===== src/rtl/bcd_scan_mux.sv =====
// bcd_scan_mux: time-multiplexed BCD display driver with a sign position,
// leading-zero blanking, anti-ghost guard cycles and a frame-aligned
// double buffer so that a displayed frame never mixes two values.
module bcd_scan_mux #(
   parameter int unsigned NUM_DIGITS = 5,
   parameter int unsigned DIV        = 100000,
   parameter int unsigned GUARD      = 2,
   parameter bit          LZB_EN     = 1'b1
) (
   input  logic                                 clk,
   input  logic                                 rst_n,
   input  logic                                 enable,
   input  logic [4*NUM_DIGITS-1:0]              digits_in,
   input  logic                                 sign_neg,
   input  logic                                 load,
   output logic [NUM_DIGITS:0]                  digit_sel,
   output logic [3:0]                           digit_code,
   output logic                                 blank,
   output logic [$clog2(NUM_DIGITS+1)-1:0]      scan_idx,
   output logic                                 frame_done,
   output logic                                 pending
);

   localparam int unsigned DW    = 4 * NUM_DIGITS;
   localparam int unsigned SELW  = NUM_DIGITS + 1;
   localparam int unsigned IDX_W = $clog2(NUM_DIGITS + 1);
   localparam int unsigned CNT_W = (DIV <= 2) ? 1 : $clog2(DIV);

   logic [CNT_W-1:0] cnt;
   logic [CNT_W-1:0] cnt_n;
   logic [IDX_W-1:0] idx_n;
   logic             tick_c;
   logic             wrap_c;
   logic             guard_ok_c;

   logic [DW-1:0]    act_dig;
   logic [DW-1:0]    act_dig_n;
   logic             act_sign;
   logic             act_sign_n;
   logic [DW-1:0]    pend_dig;
   logic [DW-1:0]    pend_dig_n;
   logic             pend_sign;
   logic             pend_sign_n;
   logic             pending_n;

   logic [SELW-1:0]  sel_n;
   logic [3:0]       code_n;
   logic             blank_n;
   logic             fd_n;

   // Prescaler and position counter next state; both held at zero while disabled.
   always_comb begin
      cnt_n  = '0;
      idx_n  = '0;
      tick_c = enable && (cnt == CNT_W'(DIV - 1));
      wrap_c = tick_c && (scan_idx == IDX_W'(NUM_DIGITS));
      if (enable) begin
         if (tick_c) begin
            cnt_n = '0;
            idx_n = wrap_c ? '0 : scan_idx + IDX_W'(1);
         end else begin
            cnt_n = cnt + CNT_W'(1);
            idx_n = scan_idx;
         end
      end
   end

   // Double buffer: loads park in the pending buffer and move to the active
   // buffer only at the frame wrap; a load on the wrap edge bypasses straight in.
   always_comb begin
      act_dig_n   = act_dig;
      act_sign_n  = act_sign;
      pend_dig_n  = pend_dig;
      pend_sign_n = pend_sign;
      pending_n   = pending;
      if (wrap_c) begin
         if (load) begin
            act_dig_n  = digits_in;
            act_sign_n = sign_neg;
         end else if (pending) begin
            act_dig_n  = pend_dig;
            act_sign_n = pend_sign;
         end
         pending_n = 1'b0;
      end else if (load) begin
         pend_dig_n  = digits_in;
         pend_sign_n = sign_neg;
         pending_n   = 1'b1;
      end
   end

   // Guard window: the selected position stays dark for the first GUARD cycles of a slot.
   generate
      if (GUARD == 0) begin : g_no_guard
         assign guard_ok_c = 1'b1;
      end else begin : g_guard
         assign guard_ok_c = (cnt_n >= CNT_W'(GUARD));
      end
   endgenerate

   // Output decode from next-state values so outputs move on the same edge as the counters.
   always_comb begin
      logic zero_run;
      sel_n    = '1;
      code_n   = 4'h0;
      blank_n  = 1'b0;
      zero_run = 1'b1;
      for (int k = NUM_DIGITS - 1; k >= 0; k--) begin
         zero_run = zero_run && (act_dig_n[4*k +: 4] == 4'h0);
         if (idx_n == IDX_W'(k)) begin
            code_n  = act_dig_n[4*k +: 4];
            blank_n = LZB_EN && (k != 0) && zero_run;
         end
      end
      if (idx_n == IDX_W'(NUM_DIGITS)) begin
         code_n  = act_sign_n ? 4'hA : 4'h0;
         blank_n = !act_sign_n;
      end
      for (int k = 0; k < int'(SELW); k++) begin
         if (enable && guard_ok_c && (idx_n == IDX_W'(k))) begin
            sel_n[k] = 1'b0;
         end
      end
      fd_n = (cnt_n == CNT_W'(DIV - 1)) && (idx_n == IDX_W'(NUM_DIGITS));
   end

   // State and registered outputs with synchronous active-low reset.
   always_ff @(posedge clk) begin
      if (!rst_n) begin
         cnt        <= '0;
         scan_idx   <= '0;
         act_dig    <= '0;
         act_sign   <= 1'b0;
         pend_dig   <= '0;
         pend_sign  <= 1'b0;
         pending    <= 1'b0;
         digit_sel  <= '1;
         digit_code <= 4'h0;
         blank      <= 1'b1;
         frame_done <= 1'b0;
      end else begin
         cnt        <= cnt_n;
         scan_idx   <= idx_n;
         act_dig    <= act_dig_n;
         act_sign   <= act_sign_n;
         pend_dig   <= pend_dig_n;
         pend_sign  <= pend_sign_n;
         pending    <= pending_n;
         digit_sel  <= sel_n;
         digit_code <= code_n;
         blank      <= blank_n;
         frame_done <= fd_n;
      end
   end

endmodule


===== config.mk =====
export PLATFORM = sky130hd
export DESIGN_NAME = bcd_scan_mux
export DESIGN_NICKNAME = d
export VERILOG_FILES = /design/src/rtl/bcd_scan_mux.sv
export SDC_FILE = /design/constraint.sdc
export NUM_CORES = 1
export LEC_CHECK = 0
export CORE_ASPECT_RATIO = 1.4
export CORE_MARGIN = 2
export CORE_UTILIZATION = 50
export CTS_BUF_LIST = sky130_fd_sc_hd__clkbuf_8
export CTS_CLUSTER_DIAMETER = 30
export DETAILED_ROUTE_END_ITERATION = 12
export PLACE_DENSITY = 0.76
export REMOVE_ABC_BUFFERS = 1
export SETUP_SLACK_MARGIN = 0.1
export SYNTH_ARGS = -nofsm -noshare
export SYNTH_HDL_FRONTEND = slang
export SYNTH_SLANG_ARGS = --single-unit

===== constraint.sdc =====
create_clock -name clk -period 3.9 [get_ports clk]
set_clock_uncertainty 0.15 [all_clocks]
set_input_delay 0.78 -clock clk [delete_from_list [all_inputs] [get_ports clk]]
set_output_delay 0.78 -clock clk [all_outputs]
set_load 0.02 [all_outputs]

Word-level counts from Yosys, hierarchy flattened
Index checks and enable logic that the tools add are counted.
{"block": "word_totals", "ff_bits": 75, "inputBits": 25, "out_inout_bits": 16, "word_cells": 75}
{"block": "op_classes", "add_sub_neg": 2, "order_cmp": 1, "eq_ne": 8, "muxes": 30, "n_bitwise": 2, "n_reduce_logical": 21}
{"op": "2-to-1 mux 20 bit", "count": 3}
{"op": "== test 17 bit (second input constant)", "count": 2}
{"op": "2-to-1 mux 17 bit", "count": 2}
{"op": "2-to-1 mux 4 bit", "count": 7}
{"op": "adder 17 x 1 -> 17 bit (second input constant)", "count": 1}
{"op": ">= comparator 17 x 2 -> 1 bit (second input constant)", "count": 1}
{"op": "logical NOT 4 bit", "count": 4}
{"op": "2-to-1 mux 1 bit", "count": 15}
{"op": "logical AND 1 bit", "count": 13}
{"op": "== test 3 bit (second input constant)", "count": 3}
{"op": "2-to-1 mux 3 bit", "count": 3}
{"op": "== test 3 x 2 -> 1 bit (second input constant)", "count": 2}
{"op": "adder 3 x 1 -> 3 bit (second input constant)", "count": 1}
{"op": "== test 3 x 1 -> 1 bit (second input constant)", "count": 1}
{"op": "logical NOT 3 bit", "count": 1}
{"op": "inverter 1 bit", "count": 2}
{"op": "AND reduction 2 bit", "count": 1}
{"op": "OR reduction 2 bit", "count": 1}
{"op": "logical NOT 1 bit", "count": 1}

Longest topological paths before layout
Gate-level depths: netlist (run 1).
{"block": "depth", "word_depth": 13, "depth_mapped": 12, "depth_no_buf": 10}

Least setup slack after synthesis (run 1)
OpenSTA, ideal clock, no wires.
{"block": "synth_timing", "path_type": "input-to-reg", "from": "input enable", "to": "register blank", "arrival_time_ns": 3.174, "required_time_ns": 3.691, "path_slack_ns": 0.517, "stages": 10, "cell_sequence": "buf_2 nand4_1 or2_2 clkbuf_8 or4_1 o211a_1 or4_4 nor4_2 o2111a_1 a221o_1"}
{"block": "synth_between", "elab_chain_cells": 12, "word_cells_on_any_way": 27, "classes_between": "eq/ne (5); mux (11); reduce/logical (11)"}
{"item": "start, declared", "line_no": "12", "text": "input logic enable,"}
{"item": "logical AND 1 bit", "line_no": "55", "text": "tick_c = enable && (cnt == CNT_W'(DIV - 1));"}
{"item": "logical AND 1 bit", "line_no": "56", "text": "wrap_c = tick_c && (scan_idx == IDX_W'(NUM_DIGITS));"}
{"item": "2-to-1 mux 3 bit", "line_no": "60", "text": "idx_n = wrap_c ? '0 : scan_idx + IDX_W'(1);"}
{"item": "2-to-1 mux 3 bit", "line_no": "58", "text": "if (tick_c) begin"}
{"item": "2-to-1 mux 3 bit", "line_no": "57", "text": "if (enable) begin"}
{"item": "== test 3 bit", "line_no": "110", "text": "if (idx_n == IDX_W'(k)) begin"}
{"item": "2-to-1 mux 1 bit (5 in a row)", "line_no": "110"}
{"item": "2-to-1 mux 1 bit *", "line_no": "115", "text": "if (idx_n == IDX_W'(NUM_DIGITS)) begin"}
{"item": "end signal, assigned", "line_no": "151", "text": "blank <= blank_n;"}
{"item": "end, declared", "line_no": "18", "text": "output logic blank,"}
Mark *: on every way between the ends. The rest lies on a longest branch, timed or not.
A chain may end at the register's enable or synchronous reset.

Worst setup path in the final report (run 1)
{"block": "layout_timing", "from": "input enable", "to": "register frame_done"}
{"block": "layout_between", "elab_chain_cells": 7, "word_cells_on_any_way": 10, "classes_between": "eq/ne (2); mux (5); reduce/logical (3)"}
{"item": "logical AND 1 bit", "line_no": "55"}
{"item": "logical AND 1 bit", "line_no": "56"}
{"item": "2-to-1 mux 3 bit", "line_no": "60"}
{"item": "2-to-1 mux 3 bit", "line_no": "58"}
{"item": "2-to-1 mux 3 bit", "line_no": "57"}
{"item": "== test 3 bit", "line_no": "124", "text": "fd_n = (cnt_n == CNT_W'(DIV - 1)) && (idx_n == IDX_W'(NUM_DIGITS));"}
{"item": "logical AND 1 bit *", "line_no": "124"}
{"item": "end signal, assigned", "line_no": "152", "text": "frame_done <= fd_n;"}
{"item": "end, declared", "line_no": "20", "text": "output logic frame_done,"}
Marked as above.

==> results.ini, run 1 <==
[clock_tree]
ctsHoldBuffers = 0
cts.sinks = 75
clock_tree.root_cell = sky130_fd_sc_hd__clkbuf_8
cts-buffers-inserted = 9
clk_pin_slew_worst_paths_ns = 0.07
cts_htree_levels = 3
cts_post_setup_buffers_inserted = 0
clkLatencyLatePin_ns = 0.36
cts_repair_resize_count = 0
cts_tree = done
clock_tree.buffer_depth = 2

[power]
power.leakage_uw = 0.00170
sequential_share_of_power = 0.545
power.share.combinational = 0.083
net-switching-power_uw = 352
power_per_cell_area_mw_per_mm2 = 315
internal_power_uw = 1090
largest_voltage_drop_on_the_vdd_net_mv = 0.238
clockPowerShare = 0.372
switching_share = 0.243

[drt]
wire_per_inst_um = 16.9
post-route-drc-count = 0
via_count = 3771
antenna_violating_nets_left = 0
drtIter0Drc = 296
routed_wirelength_um = 10600
drt-vias-per-instance = 5.99
drt_pass1_iterations = 6

[timing]
final.setup.tns_ns = 0
worst_pin_slew_ns = 0.837
finalWorstPathRequiredPeriod_ns = 3.53
hold-worst-slack_ns = 0.306
timing.max_slew.rel_slack = 0.442
fmaxAchievable_mhz = 284
period_utilization = 0.904
final-hold-violation-count = 0
rsz_0062_raised_after_global_routing = false
finalMaxSlewViolations = 0
finalWorstSetupSlack_ns = 0.373
report.final.setup_viol = 0

[critical_path]
path_delay_family = simple AND/OR/NAND/NOR gates
worst-endpoint-required_ns = 4.02
crit_arrival_ns = 3.65
worstSetupEndpointType = flip-flop
cp_num_buf_inv = 2
crit_path_max_fanout = 9
critical-path-top-cell-by-count = sky130_fd_sc_hd__nand4_1
timing.critical_path.slowest_stage_cell = sky130_fd_sc_hd__or4_2
timing.critical_path.cells = clkdlybuf4s50_1 -> nand4_1 -> or2_2 -> buf_4 -> or4_2 -> a21oi_2 -> nand2_1 -> nor4_1 -> nand4_1 -> nor3b_1
worstSetupPathType = primary input to flip-flop
worst_path_largest_cell_delay_ns = 0.62
worstSetupStartpointType = primary input
regToRegSetupSlack_ns = 0.41

[global_routing]
grt_use_total = 0.265
grt_remaining_overflow = 0
number_of_antenna_violations_at_the_first_check_in_global_routing = 0
number_of_global_route_vias_before_repair = 3607
first_pass_grt_wire_length_um = 17300
grt_max_degree = 38

[final_layout]
insertedDiodeCount = 0
stdcell_area_mm2 = 0.00459
num-nets-final = 556
flow.area_growth_from_synthesis_pct = 20.1
fraction_of_final_layout_cells_sized_beyond_drive_strength_1 = 0.120
fillerInstances = 657

[floorplanning]
ios = 41
coreArea_mm2 = 0.00736
num_rows = 37
dieWidth_um = 77.9
initial_cell_density_of_the_core = 0.519
fp.dieArea_mm2 = 0.00837
die_h_um = 107

[place]
routabilityCongestion = 1.05
io_buffers = 40
post-place-ws_ns = 0.0301
detailed_place_hpwl_um = 7730
post_place_cell_area_mm2 = 0.00441

[logic_synthesis]
post-synth-top-area-cell = sky130_fd_sc_hd__dfxtp_1
synth_async_sr_flop_share = 0
ffs_latches_synth = 75
yosys_most_used_dff = sky130_fd_sc_hd__dfxtp_1
seq_area_frac_synth = 0.393
synth_enable_flop_cells = 0
netlist.area_leader.share = 0.393
postSynthCellCount = 477
yosysWarnings = 0
netlist_area_mm2 = 0.00382
post_synth_num_cell_types = 59
yosys-top-cells-area = sky130_fd_sc_hd__dfxtp_1, sky130_fd_sc_hd__a21oi_1, sky130_fd_sc_hd__nand2_1
synth_area_per_cell_um2 = 8.01

[hold_path]
hold_path_class = flip-flop to flip-flop

[job]
max_cap_violations = 0

[run_status]
status = finished clean

[worst min-delay path: stages, from the launching register on]
cell	delay (ns)
sky130_fd_sc_hd__dfxtp_1	0.31
sky130_fd_sc_hd__nand2_1	0.05
sky130_fd_sc_hd__a21oi_1	0.05
[synth_stat cells, drive strengths merged, types with 3 or more instances]
cell type / n
xnor2: 9
nor3: 17
a211oi: 4
nand4: 8
inv: 9
nand3: 19
o21a: 6
and3: 4
a221oi: 3
ha: 3
xor2: 6
o22ai: 14
or3: 8
nor2b: 4
a21oi: 48
and4: 3
o21ai: 14
o211a: 4
a31oi: 9
and2: 16
nor2: 42
clkbuf: 21
nand4b: 8
or4: 7
nor4: 6
or2: 10
nand2: 59
a21o: 4
buf: 6
dfxtp: 75
nand2b: 9
[metrics by stage]
stage	instances	power (µW)	utilization
3_5_place_dp	614	925	0.599
3_3_place_gp	614	921	0.599
5_1_grt	630	1510	0.624
6_report	630	1450	0.624
2_1_floorplan	450	860	-
4_1_cts	630	1460	0.624
[per-layer routing]
metal  part of all wire  vias to the layer above  wire length (µm)  GRT usage
li1                   -                     1822                 -          -
met1               0.41                     1788              4390      0.300
met2               0.51                      122              5380      0.464
met3              0.042                       39               447     0.0537
met4              0.039                        0               412      0.140
met5                  0                        -                 0          0
[flip-flops by register name (all words and copies together), names as in the netlist]
name and cells:
act_dig 20, act_sign 1, blank 1, cnt 17, digit_code 4, digit_sel 6
frame_done 1, pend_dig 20, pend_sign 1, pending 1, scan_idx 3
[path summary, 6_finish.rpt]
check	startpoint	to	cells after the start
worst max-delay path	enable	frame_done$_SDFF_PN0_	10
worst min-delay path	pend_dig[11]$_SDFFE_PN0P_	pend_dig[11]$_SDFFE_PN0P_	2
worst min register to register	pend_dig[11]$_SDFFE_PN0P_	pend_dig[11]$_SDFFE_PN0P_	2
worst max register to register	cnt[0]$_SDFF_PN0_	blank$_SDFF_PN1_	9
[logic make-up after synthesis]
logic type,share of synthesized area
and+or+nand+nor,0.308
AOI/OAI and AO/OA,0.204
DFF,0.393
buffers and inverters,0.0491
xor gates and xnor gates,0.0344
adders and majority gates,0.00982
muxes,0.00262
[area by class of cell]
| cell class | instances | area [µm²] | area share |
|---|---|---|---|
| inverter | 9 | 33.8 | 0.00736 |
| sequential | 75 | 1500 | 0.327 |
| clock buffer | 11 | 151 | 0.0330 |
| clock inverter | 5 | 28.8 | 0.00627 |
| timing repair buffer | 67 | 616 | 0.134 |
| multi-input combinational | 366 | 2140 | 0.466 |
| tap | 97 | 121 | 0.0264 |
[power groups by stage]
stage,clock (µW),combinational (µW),sequential (µW)
final,538,121,788
after global routing,586,132,789
after CTS,557,120,787
after detailed placement,0,120,805
after global placement,0,117,805
after floorplan,0,51.3,809
[cell usage in the layout (no fill, tap or decap), types with 5 or more instances in the layout]
cell type	Yosys	routed
sky130_fd_sc_hd__o21ai_0	11	11
sky130_fd_sc_hd__nor2_1	42	42
sky130_fd_sc_hd__buf_4	1	26
sky130_fd_sc_hd__clkbuf_8	3	11
sky130_fd_sc_hd__o22ai_1	14	14
sky130_fd_sc_hd__nor4_1	5	5
sky130_fd_sc_hd__xor2_1	6	6
sky130_fd_sc_hd__and2_1	14	14
sky130_fd_sc_hd__a21oi_1	47	47
sky130_fd_sc_hd__a31oi_1	9	9
sky130_fd_sc_hd__o21a_1	6	6
sky130_fd_sc_hd__nand2b_1	9	9
sky130_fd_sc_hd__inv_1	9	10
sky130_fd_sc_hd__or4_1	5	5
sky130_fd_sc_hd__nand4_1	8	8
sky130_fd_sc_hd__xnor2_1	9	9
sky130_fd_sc_hd__dfxtp_1	75	75
sky130_fd_sc_hd__nand2_1	59	59
sky130_fd_sc_hd__or2_2	10	10
sky130_fd_sc_hd__clkdlybuf4s50_1	0	40
sky130_fd_sc_hd__nor3_1	17	16
sky130_fd_sc_hd__nand3_1	19	19
sky130_fd_sc_hd__nand4b_1	8	8
Note: power is estimated with default switching activity, not from simulation.
==> run 2: changes to the inputs <==
Settings changed: ABC_AREA set to 1.
==> run 2 against run 1 <==
Net effect: combinational power decreased by 9%; synthesized cell count increased by 10%; maximum frequency increased by 21%; sequential share of layout area increased by 2.2 points; critical path depth increased by 4; worst setup slack improved by 0.60 ns; global-route usage decreased by 2.0 points; clock power increased by 25%; first-iteration DRC count decreased by 54%; flip-flop and latch count unchanged.
==> results.ini, run 2 <==
[run_status]
status = finished clean  ; unchanged

[timing]
final.setup.tns_ns = 0  ; unchanged
worst_pin_slew_ns = 0.629  ; was 0.837 ns
hold-worst-slack_ns = 0.325  ; was 0.306 ns
report.final.setup_viol = 0  ; unchanged
final-hold-violation-count = 0  ; unchanged
fmaxAchievable_mhz = 342  ; was 284 MHz
timing.max_slew.rel_slack = 0.580  ; was 0.442
rsz_0062_raised_after_global_routing = false  ; unchanged
finalWorstPathRequiredPeriod_ns = 2.92  ; was 3.53 ns
finalWorstSetupSlack_ns = 0.977  ; was 0.373 ns
finalMaxSlewViolations = 0  ; unchanged
period_utilization = 0.749  ; was 0.904

[floorplanning]
die_h_um = 104  ; was 107 µm
fp.dieArea_mm2 = 0.00789  ; was 0.00837 mm²
initial_cell_density_of_the_core = 0.515  ; was 0.519
coreArea_mm2 = 0.00698  ; was 0.00736 mm²
num_rows = 36  ; was 37
dieWidth_um = 75.6  ; was 77.9 µm
ios = 41  ; unchanged

[drt]
post-route-drc-count = 0  ; unchanged
drt_pass1_iterations = 5  ; was 6
drtIter0Drc = 136  ; was 296
via_count = 3449  ; was 3771
wire_per_inst_um = 13.0  ; was 16.9 µm
antenna_violating_nets_left = 0  ; unchanged
drt-vias-per-instance = 5.19  ; was 5.99
routed_wirelength_um = 8630  ; was 10600 µm

[critical_path]
critical-path-top-cell-by-count = sky130_fd_sc_hd__nand2_1  ; was sky130_fd_sc_hd__nand4_1
reg2reg_from = cnt[0]$_SDFF_PN0_  ; unchanged
timing.critical_path.cells = clkdlybuf4s50_1 -> nand2_1 -> inv_1 -> nand2_1 -> nor2_2 -> nand4_1 -> nand2_1 -> nand2_1 -> nand2_1 -> o21ai_0 -> nand3_1 -> nand2_1 -> nand2_1 -> a21oi_1  ; was clkdlybuf4s50_1 -> nand4_1 -> or2_2 -> buf_4 -> or4_2 -> a21oi_2 -> nand2_1 -> nor4_1 -> nand4_1 -> nor3b_1
path_delay_family = simple AND/OR/NAND/NOR gates  ; unchanged
reg2reg_to = blank$_SDFF_PN1_  ; unchanged
worstSetupEndpointType = flip-flop  ; unchanged
cp_num_buf_inv = 2  ; unchanged
timing.critical_path.slowest_stage_cell = sky130_fd_sc_hd__nand4_1  ; was sky130_fd_sc_hd__or4_2
worstSetupStartpointType = primary input  ; unchanged
crit_path_max_fanout = 13  ; was 9
worst-endpoint-required_ns = 3.99  ; was 4.02 ns
worstSetupPathDepth = 14  ; was 10
worst_setup_sp = enable  ; unchanged
reg2reg_depth = 12  ; was 9
crit_path_end = blank$_SDFF_PN1_  ; was frame_done$_SDFF_PN0_
crit_arrival_ns = 3.02  ; was 3.65 ns
regToRegSetupSlack_ns = 1.28  ; was 0.41 ns
worstSetupPathType = primary input to flip-flop  ; unchanged
worst_path_largest_cell_delay_ns = 0.54  ; was 0.62 ns

[final_layout]
fraction_of_final_layout_cells_sized_beyond_drive_strength_1 = 0.0789  ; was 0.120
layout_commonest_cell = sky130_fd_sc_hd__nor2_1  ; was sky130_fd_sc_hd__dfxtp_1
num-nets-final = 593  ; was 556
registers_with_the_highest_flip_flop_counts = act_dig x20, pend_dig x20, cnt x17  ; unchanged
insertedDiodeCount = 0  ; unchanged
flow.area_growth_from_synthesis_pct = 19.6  ; was 20.1%
mostFrequentLayoutCells = sky130_fd_sc_hd__nor2_1, sky130_fd_sc_hd__nand2_1, sky130_fd_sc_hd__dfxtp_1, sky130_fd_sc_hd__inv_1, sky130_fd_sc_hd__clkdlybuf4s50_1  ; was sky130_fd_sc_hd__dfxtp_1, sky130_fd_sc_hd__nand2_1, sky130_fd_sc_hd__a21oi_1, sky130_fd_sc_hd__nor2_1, sky130_fd_sc_hd__clkdlybuf4s50_1

[place]
post-place-ws_ns = 0.647  ; was 0.0301 ns
io_buffers = 40  ; unchanged
detailed_place_hpwl_um = 6460  ; was 7730 µm
routabilityCongestion = 0.984  ; was 1.05

[clock_tree]
cts_repair_resize_count = 0  ; unchanged
cts_tree = done  ; unchanged
clock_tree.root_cell = sky130_fd_sc_hd__clkbuf_8  ; unchanged
clock_tree.buffer_depth = 2  ; unchanged
clkLatencyLatePin_ns = 0.36  ; about the same
ctsHoldBuffers = 0  ; unchanged
clk_pin_slew_worst_paths_ns = 0.08  ; was 0.07 ns
cts-buffers-inserted = 9  ; unchanged
cts.sinks = 75  ; unchanged
cts_htree_levels = 3  ; unchanged
cts_post_setup_buffers_inserted = 0  ; unchanged

[job]
max_cap_violations = 0  ; unchanged

[power]
largest_voltage_drop_on_the_vdd_net_mv = 0.285  ; was 0.238 mV
power_per_cell_area_mw_per_mm2 = 366  ; was 315 mW/mm²
power.leakage_uw = 0.00195  ; was 0.00170 µW

[logic_synthesis]
synth_xor_area_frac = 0.0146  ; was 0.0344
post_synth_num_cell_types = 35  ; was 59
postSynthCellCount = 527  ; was 477
synth_area_per_cell_um2 = 6.82  ; was 8.01 µm²
seq_area_frac_synth = 0.418  ; was 0.393
post-synth-top-area-cell = sky130_fd_sc_hd__dfxtp_1  ; unchanged
yosys_most_used_dff = sky130_fd_sc_hd__dfxtp_1  ; unchanged
synth-compound-area-share = 0.117  ; was 0.204
synthMuxAreaShare = 0  ; was 0.00262
synth_async_sr_flop_share = 0  ; unchanged
combinational_family_with_the_most_area_after_synthesis = simple AND/OR/NAND/NOR gates  ; unchanged
synth_fa_ha_area_frac = 0.0104  ; was 0.00982
ffs_latches_synth = 75  ; unchanged
netlist.area_leader.share = 0.418  ; was 0.393
ys_top_cells_by_count = sky130_fd_sc_hd__nor2_1, sky130_fd_sc_hd__nand2_1, sky130_fd_sc_hd__dfxtp_1  ; was sky130_fd_sc_hd__dfxtp_1, sky130_fd_sc_hd__nand2_1, sky130_fd_sc_hd__a21oi_1
post-synth-top-count-cell = sky130_fd_sc_hd__nor2_1  ; was sky130_fd_sc_hd__dfxtp_1
synth_enable_flop_cells = 0  ; unchanged
yosys-top-cells-area = sky130_fd_sc_hd__dfxtp_1, sky130_fd_sc_hd__nor2_1, sky130_fd_sc_hd__nand2_1  ; was sky130_fd_sc_hd__dfxtp_1, sky130_fd_sc_hd__a21oi_1, sky130_fd_sc_hd__nand2_1
netlist_area_mm2 = 0.00359  ; was 0.00382 mm²
synth_simple_gate_area_frac = 0.350  ; was 0.308
yosysWarnings = 0  ; unchanged

[global_routing]
number_of_global_route_vias_before_repair = 3409  ; was 3607
grt_max_degree = 30  ; was 38
globalRoute.busiestLayer = met2  ; unchanged
groute.layer.met3.usage = 0.0407  ; was 0.0537
globalRouteMet1Util = 0.280  ; was 0.300
number_of_antenna_violations_at_the_first_check_in_global_routing = 0  ; unchanged
grt.met2_usage = 0.417  ; was 0.464
first_pass_grt_wire_length_um = 15200  ; was 17300 µm
grt_remaining_overflow = 0  ; unchanged
grt_use_total = 0.245  ; was 0.265

[hold_path]
hold_path_class = flip-flop to flip-flop  ; unchanged
holdPathStages = 2  ; unchanged
holdCritStartpoint = pend_dig[1]$_SDFFE_PN0P_  ; was pend_dig[11]$_SDFFE_PN0P_

## run 2: how the worst min path moves through the flow
stage	slack, ns	endpoint
6_report	0.32	pend_dig[1]$_SDFFE_PN0P_
5_1_grt	0.35	pend_dig[1]$_SDFFE_PN0P_
4_1_cts	0.32	pend_dig[1]$_SDFFE_PN0P_
3_5_place_dp	0.31	pend_dig[1]$_SDFFE_PN0P_
3_3_place_gp	0.30	pend_dig[1]$_SDFFE_PN0P_
2_1_floorplan	0.27	pend_dig[1]$_SDFFE_PN0P_
## run 2: layout make-up
class | count | area (µm²)
clock buffers | 9 | 124
well taps | 95 | 119
flip-flops and latches | 75 | 1500
inverters | 66 | 248
fillers | 651 | 2680
multi-input cells | 368 | 1770
clock inverters | 7 | 100
repair buffers | 45 | 438
## run 2: worst reg2reg max path: cells and delay by family (launching register included)
kind            cells  cell delay (ns)
compound gates      2             0.14
fa+ha+maj           1             0.20
simple gates        9             1.66
flops               1             0.36
## run 2: per-layer routing
layer	up-vias	part of all wire
li1	1761	-
met1	1565	0.41
met2	94	0.51
met3	29	0.039
met4	0	0.038
met5	-	0
## run 2: logic make-up after synthesis
logic type	after synthesis
buffers and inverters	84
adder cells (fa/ha/maj)	3
AO/OA/AOI/OAI	70
XOR/XNOR	6
flip-flops	75
AND/OR/NAND/NOR	289
## run 2: power by group
part	switching, µW	internal (µW)
clock network	310	364
registers	8.55	783
logic	61.0	48.6
total	379	1200
## run 2: through the flow
stage	util	total power [µW]	cells	cell area, µm²
final	0.616	1570	665	4300
after global placement	0.584	916	649	4070
after floorplan	-	860	509	3520
after CTS	0.616	1580	665	4300
after detailed placement	0.584	918	649	4070
after global routing	0.616	1640	665	4300
==> run 3: changes to the inputs <==
Clock period 3.9 ns to 2.8 ns, I/O delays scaled along.
==> run 3 against run 2 <==
Net effect: final area increased by 6.8%; combinational power is 46% higher; die area is the same; register-to-register slack got worse by 0.94 ns; final cell count up 5.1%.
==> results.ini, run 3 (synthesized netlist as in run 2, its figures left out) <==
[run_status]
status = finished clean  ; unchanged

[drt]
via_count = 3577  ; was 3449
post-route-drc-count = 0  ; unchanged
routed_wirelength_um = 9170  ; was 8630 µm
drtIter0Drc = 154  ; was 136
antenna_violating_nets_left = 0  ; unchanged
drt_pass1_iterations = 4  ; was 5
wire_per_inst_um = 13.1  ; was 13.0 µm
drt-vias-per-instance = 5.12  ; was 5.19

[floorplanning]
coreArea_mm2 = 0.00698  ; unchanged
dieWidth_um = 75.6  ; unchanged
initial_cell_density_of_the_core = 0.515  ; unchanged
num_rows = 36  ; unchanged
fp.dieArea_mm2 = 0.00789  ; unchanged
die_h_um = 104  ; unchanged
ios = 41  ; unchanged

[place]
routabilityCongestion = 0.997  ; was 0.984
detailed_place_hpwl_um = 7050  ; was 6460 µm
io_buffers = 40  ; unchanged
post-place-ws_ns = -0.176  ; was 0.647 ns
numPlacedInstances = 681  ; was 649

[clock_tree]
cts_tree = done  ; unchanged
clock_tree.root_cell = sky130_fd_sc_hd__clkbuf_8  ; unchanged
clk_pin_slew_worst_paths_ns = 0.07  ; was 0.08 ns
clkLatencyLatePin_ns = 0.35  ; was 0.36 ns
clock_tree.buffer_depth = 2  ; unchanged
cts.sinks = 75  ; unchanged
cts-buffers-inserted = 9  ; unchanged
ctsHoldBuffers = 0  ; unchanged
cts_htree_levels = 3  ; unchanged

[power]
sequential_share_of_power = 0.502  ; was 0.503
power.share.combinational = 0.073  ; was 0.070
largest_voltage_drop_on_the_vdd_net_mv = 0.483  ; was 0.285 mV
internal_power_uw = 1710  ; was 1200 µW
power.leakage_uw = 0.00213  ; was 0.00195 µW
power_per_cell_area_mw_per_mm2 = 479  ; was 366 mW/mm²
net-switching-power_uw = 485  ; was 379 µW
switching_share = 0.221  ; was 0.241
clockPowerShare = 0.425  ; was 0.428

[timing]
finalWorstPathRequiredPeriod_ns = 2.59
finalWorstSetupSlack_ns = 0.215  ; was 0.977 ns
timing.max_slew.rel_slack = 0.593  ; was 0.580
finalMaxSlewViolations = 0  ; unchanged
report.final.setup_viol = 0  ; unchanged
hold-worst-slack_ns = 0.311  ; was 0.325 ns
rsz_0062_raised_after_global_routing = true  ; was false
worst_pin_slew_ns = 0.610  ; was 0.629 ns
final-hold-violation-count = 0  ; unchanged
period_utilization = 0.923
fmaxAchievable_mhz = 387

[final_layout]
stdcell_count = 699  ; was 665
flow.area_growth_from_synthesis_pct = 27.8  ; was 19.6%
layout_commonest_cell = sky130_fd_sc_hd__nor2_1  ; unchanged
mostFrequentLayoutCells = sky130_fd_sc_hd__nor2_1, sky130_fd_sc_hd__nand2_1, sky130_fd_sc_hd__dfxtp_1, sky130_fd_sc_hd__inv_1, sky130_fd_sc_hd__clkdlybuf4s50_1  ; unchanged
fraction_of_final_layout_cells_sized_beyond_drive_strength_1 = 0.132  ; was 0.0789
registers_with_the_highest_flip_flop_counts = act_dig x20, pend_dig x20, cnt x17  ; unchanged
insertedDiodeCount = 0  ; unchanged
num-nets-final = 627  ; was 593

[hold_path]
hold_path_class = flip-flop to flip-flop  ; unchanged
holdCritStartpoint = pend_dig[1]$_SDFFE_PN0P_  ; unchanged
worstHoldEndpoint = pend_dig[1]$_SDFFE_PN0P_  ; unchanged
holdPathStages = 2  ; unchanged

[critical_path]
critical-path-top-cell-by-count = sky130_fd_sc_hd__nand2_1  ; unchanged
crit_arrival_ns = 2.72  ; was 3.02 ns
timing.critical_path.slowest_stage_cell = sky130_fd_sc_hd__clkdlybuf4s50_1  ; was sky130_fd_sc_hd__nand4_1
worst-endpoint-required_ns = 2.94  ; was 3.99 ns
reg2reg_depth = 15  ; was 12
worst_path_largest_cell_delay_ns = 0.49  ; was 0.54 ns
reg2reg_from = cnt[0]$_SDFF_PN0_  ; unchanged
timing.critical_path.cells = clkdlybuf4s50_1 -> nand2_1 -> inv_1 -> nand2_1 -> nor2_4 -> nand2_4 -> buf_12 -> nor2_8 -> buf_6 -> buf_4 -> buf_4 -> nand2_1 -> nand2_1 -> nand3_1 -> nor2_1 -> nand2_1 -> a21oi_1  ; was clkdlybuf4s50_1 -> nand2_1 -> inv_1 -> nand2_1 -> nor2_2 -> nand4_1 -> nand2_1 -> nand2_1 -> nand2_1 -> o21ai_0 -> nand3_1 -> nand2_1 -> nand2_1 -> a21oi_1
worst_setup_sp = enable  ; unchanged
worstSetupStartpointType = primary input  ; unchanged
crit_path_max_fanout = 9  ; was 13
cp_num_buf_inv = 6  ; was 2
regToRegSetupSlack_ns = 0.34  ; was 1.28 ns
reg2reg_to = blank$_SDFF_PN1_  ; unchanged
worstSetupEndpointType = flip-flop  ; unchanged
worstSetupPathType = primary input to flip-flop  ; unchanged
path_delay_family = buffers and inverters  ; was simple AND/OR/NAND/NOR gates

[global_routing]
number_of_antenna_violations_at_the_first_check_in_global_routing = 0  ; unchanged
grt_use_total = 0.245  ; about the same
grt_max_degree = 21  ; was 30
number_of_global_route_vias_before_repair = 3446  ; was 3409
first_pass_grt_wire_length_um = 14900  ; was 15200 µm
grt_remaining_overflow = 0  ; unchanged

[job]
max_cap_violations = 0  ; unchanged

-- run 3: cell count changes in the layout (fill, tap and decap cells not counted), moves of 2 or more --
| cell | change |
|---|---|
| sky130_fd_sc_hd__inv_6 | -2 |
| sky130_fd_sc_hd__o21ai_1 | +3 |
| sky130_fd_sc_hd__nor2_4 | +2 |
| sky130_fd_sc_hd__buf_4 | +32 |
| sky130_fd_sc_hd__o21ai_0 | -3 |
| sky130_fd_sc_hd__clkinvlp_4 | -2 |
| sky130_fd_sc_hd__clkbuf_8 | +2 |
-- run 3: worst max path at each step --
stage | to | slack [ns] | depth (start not counted)
2_1_floorplan | blank$_SDFF_PN1_ | 0.48 | 11
3_3_place_gp | digit_code[1]$_SDFF_PN0_ | -0.16 | 16
3_5_place_dp | digit_code[1]$_SDFF_PN0_ | -0.18 | 16
4_1_cts | digit_code[1]$_SDFF_PN0_ | 0.21 | 16
5_1_grt | blank$_SDFF_PN1_ | 0.10 | 17
6_report | blank$_SDFF_PN1_ | 0.21 | 17
-- run 3: metal layers --
layer	vias up	wire length, µm	global-route usage
li1	1825	-	-
met5	-	0	0
met4	0	418	0.148
met2	91	4780	0.439
met3	31	317	0.0300
met1	1630	3650	0.258
-- run 3: power groups by stage --
stage	sequential [µW]	combinational (µW)	clock [µW]
floorplan	1130	70.4	0
global placement	1130	157	0
detailed placement	1130	159	0
CTS	1100	161	946
global route	1110	178	993
finish	1100	161	933
-- run 3: stage by stage --
step | power, µW | setup TNS (ns) | util | area, µm²
3_3_place_gp | 1280 | -0.427 | 0.620 | 4330
3_5_place_dp | 1290 | -0.636 | 0.620 | 4330
2_1_floorplan | 1200 | 0 | - | 3520
4_1_cts | 2210 | 0 | 0.652 | 4550
6_report | 2200 | 0 | 0.658 | 4590
5_1_grt | 2280 | 0 | 0.658 | 4590
-- run 3: what timing repair did --
| action | in CTS | in global routing |
|---|---|---|
| endpoints found under the hold margin | 0 | 0 |
| setup endpoints to repair | 0 | 3 |
| buffers inserted | 0 | 2 |
| resized for setup | 0 | 9 |
-- run 3: area by class of cell --
cell class | count | area [µm²]
Clock inverter | 5 | 76.3
Multi-Input combinational cell | 368 | 1790
Tap cell | 95 | 119
Inverter | 66 | 248
Fill cell | 632 | 2390
Sequential cell | 75 | 1500
Timing Repair Buffer | 79 | 709
Clock buffer | 11 | 151
-- run 3: worst register-to-register path: stages, from the launching register on --
cell                      delay [ns]
sky130_fd_sc_hd__dfxtp_1        0.37
sky130_fd_sc_hd__ha_1           0.22
sky130_fd_sc_hd__nand3_2        0.16
sky130_fd_sc_hd__nor2_4         0.18
sky130_fd_sc_hd__nand2_4        0.08
sky130_fd_sc_hd__buf_12         0.14
sky130_fd_sc_hd__nor2_8         0.18
sky130_fd_sc_hd__buf_6          0.16
sky130_fd_sc_hd__buf_4          0.10
sky130_fd_sc_hd__buf_4          0.11
sky130_fd_sc_hd__nand2_1        0.07
sky130_fd_sc_hd__nand2_1        0.09
sky130_fd_sc_hd__nand3_1        0.08
sky130_fd_sc_hd__nor2_1         0.09
sky130_fd_sc_hd__nand2_1        0.09
sky130_fd_sc_hd__a21oi_1        0.13
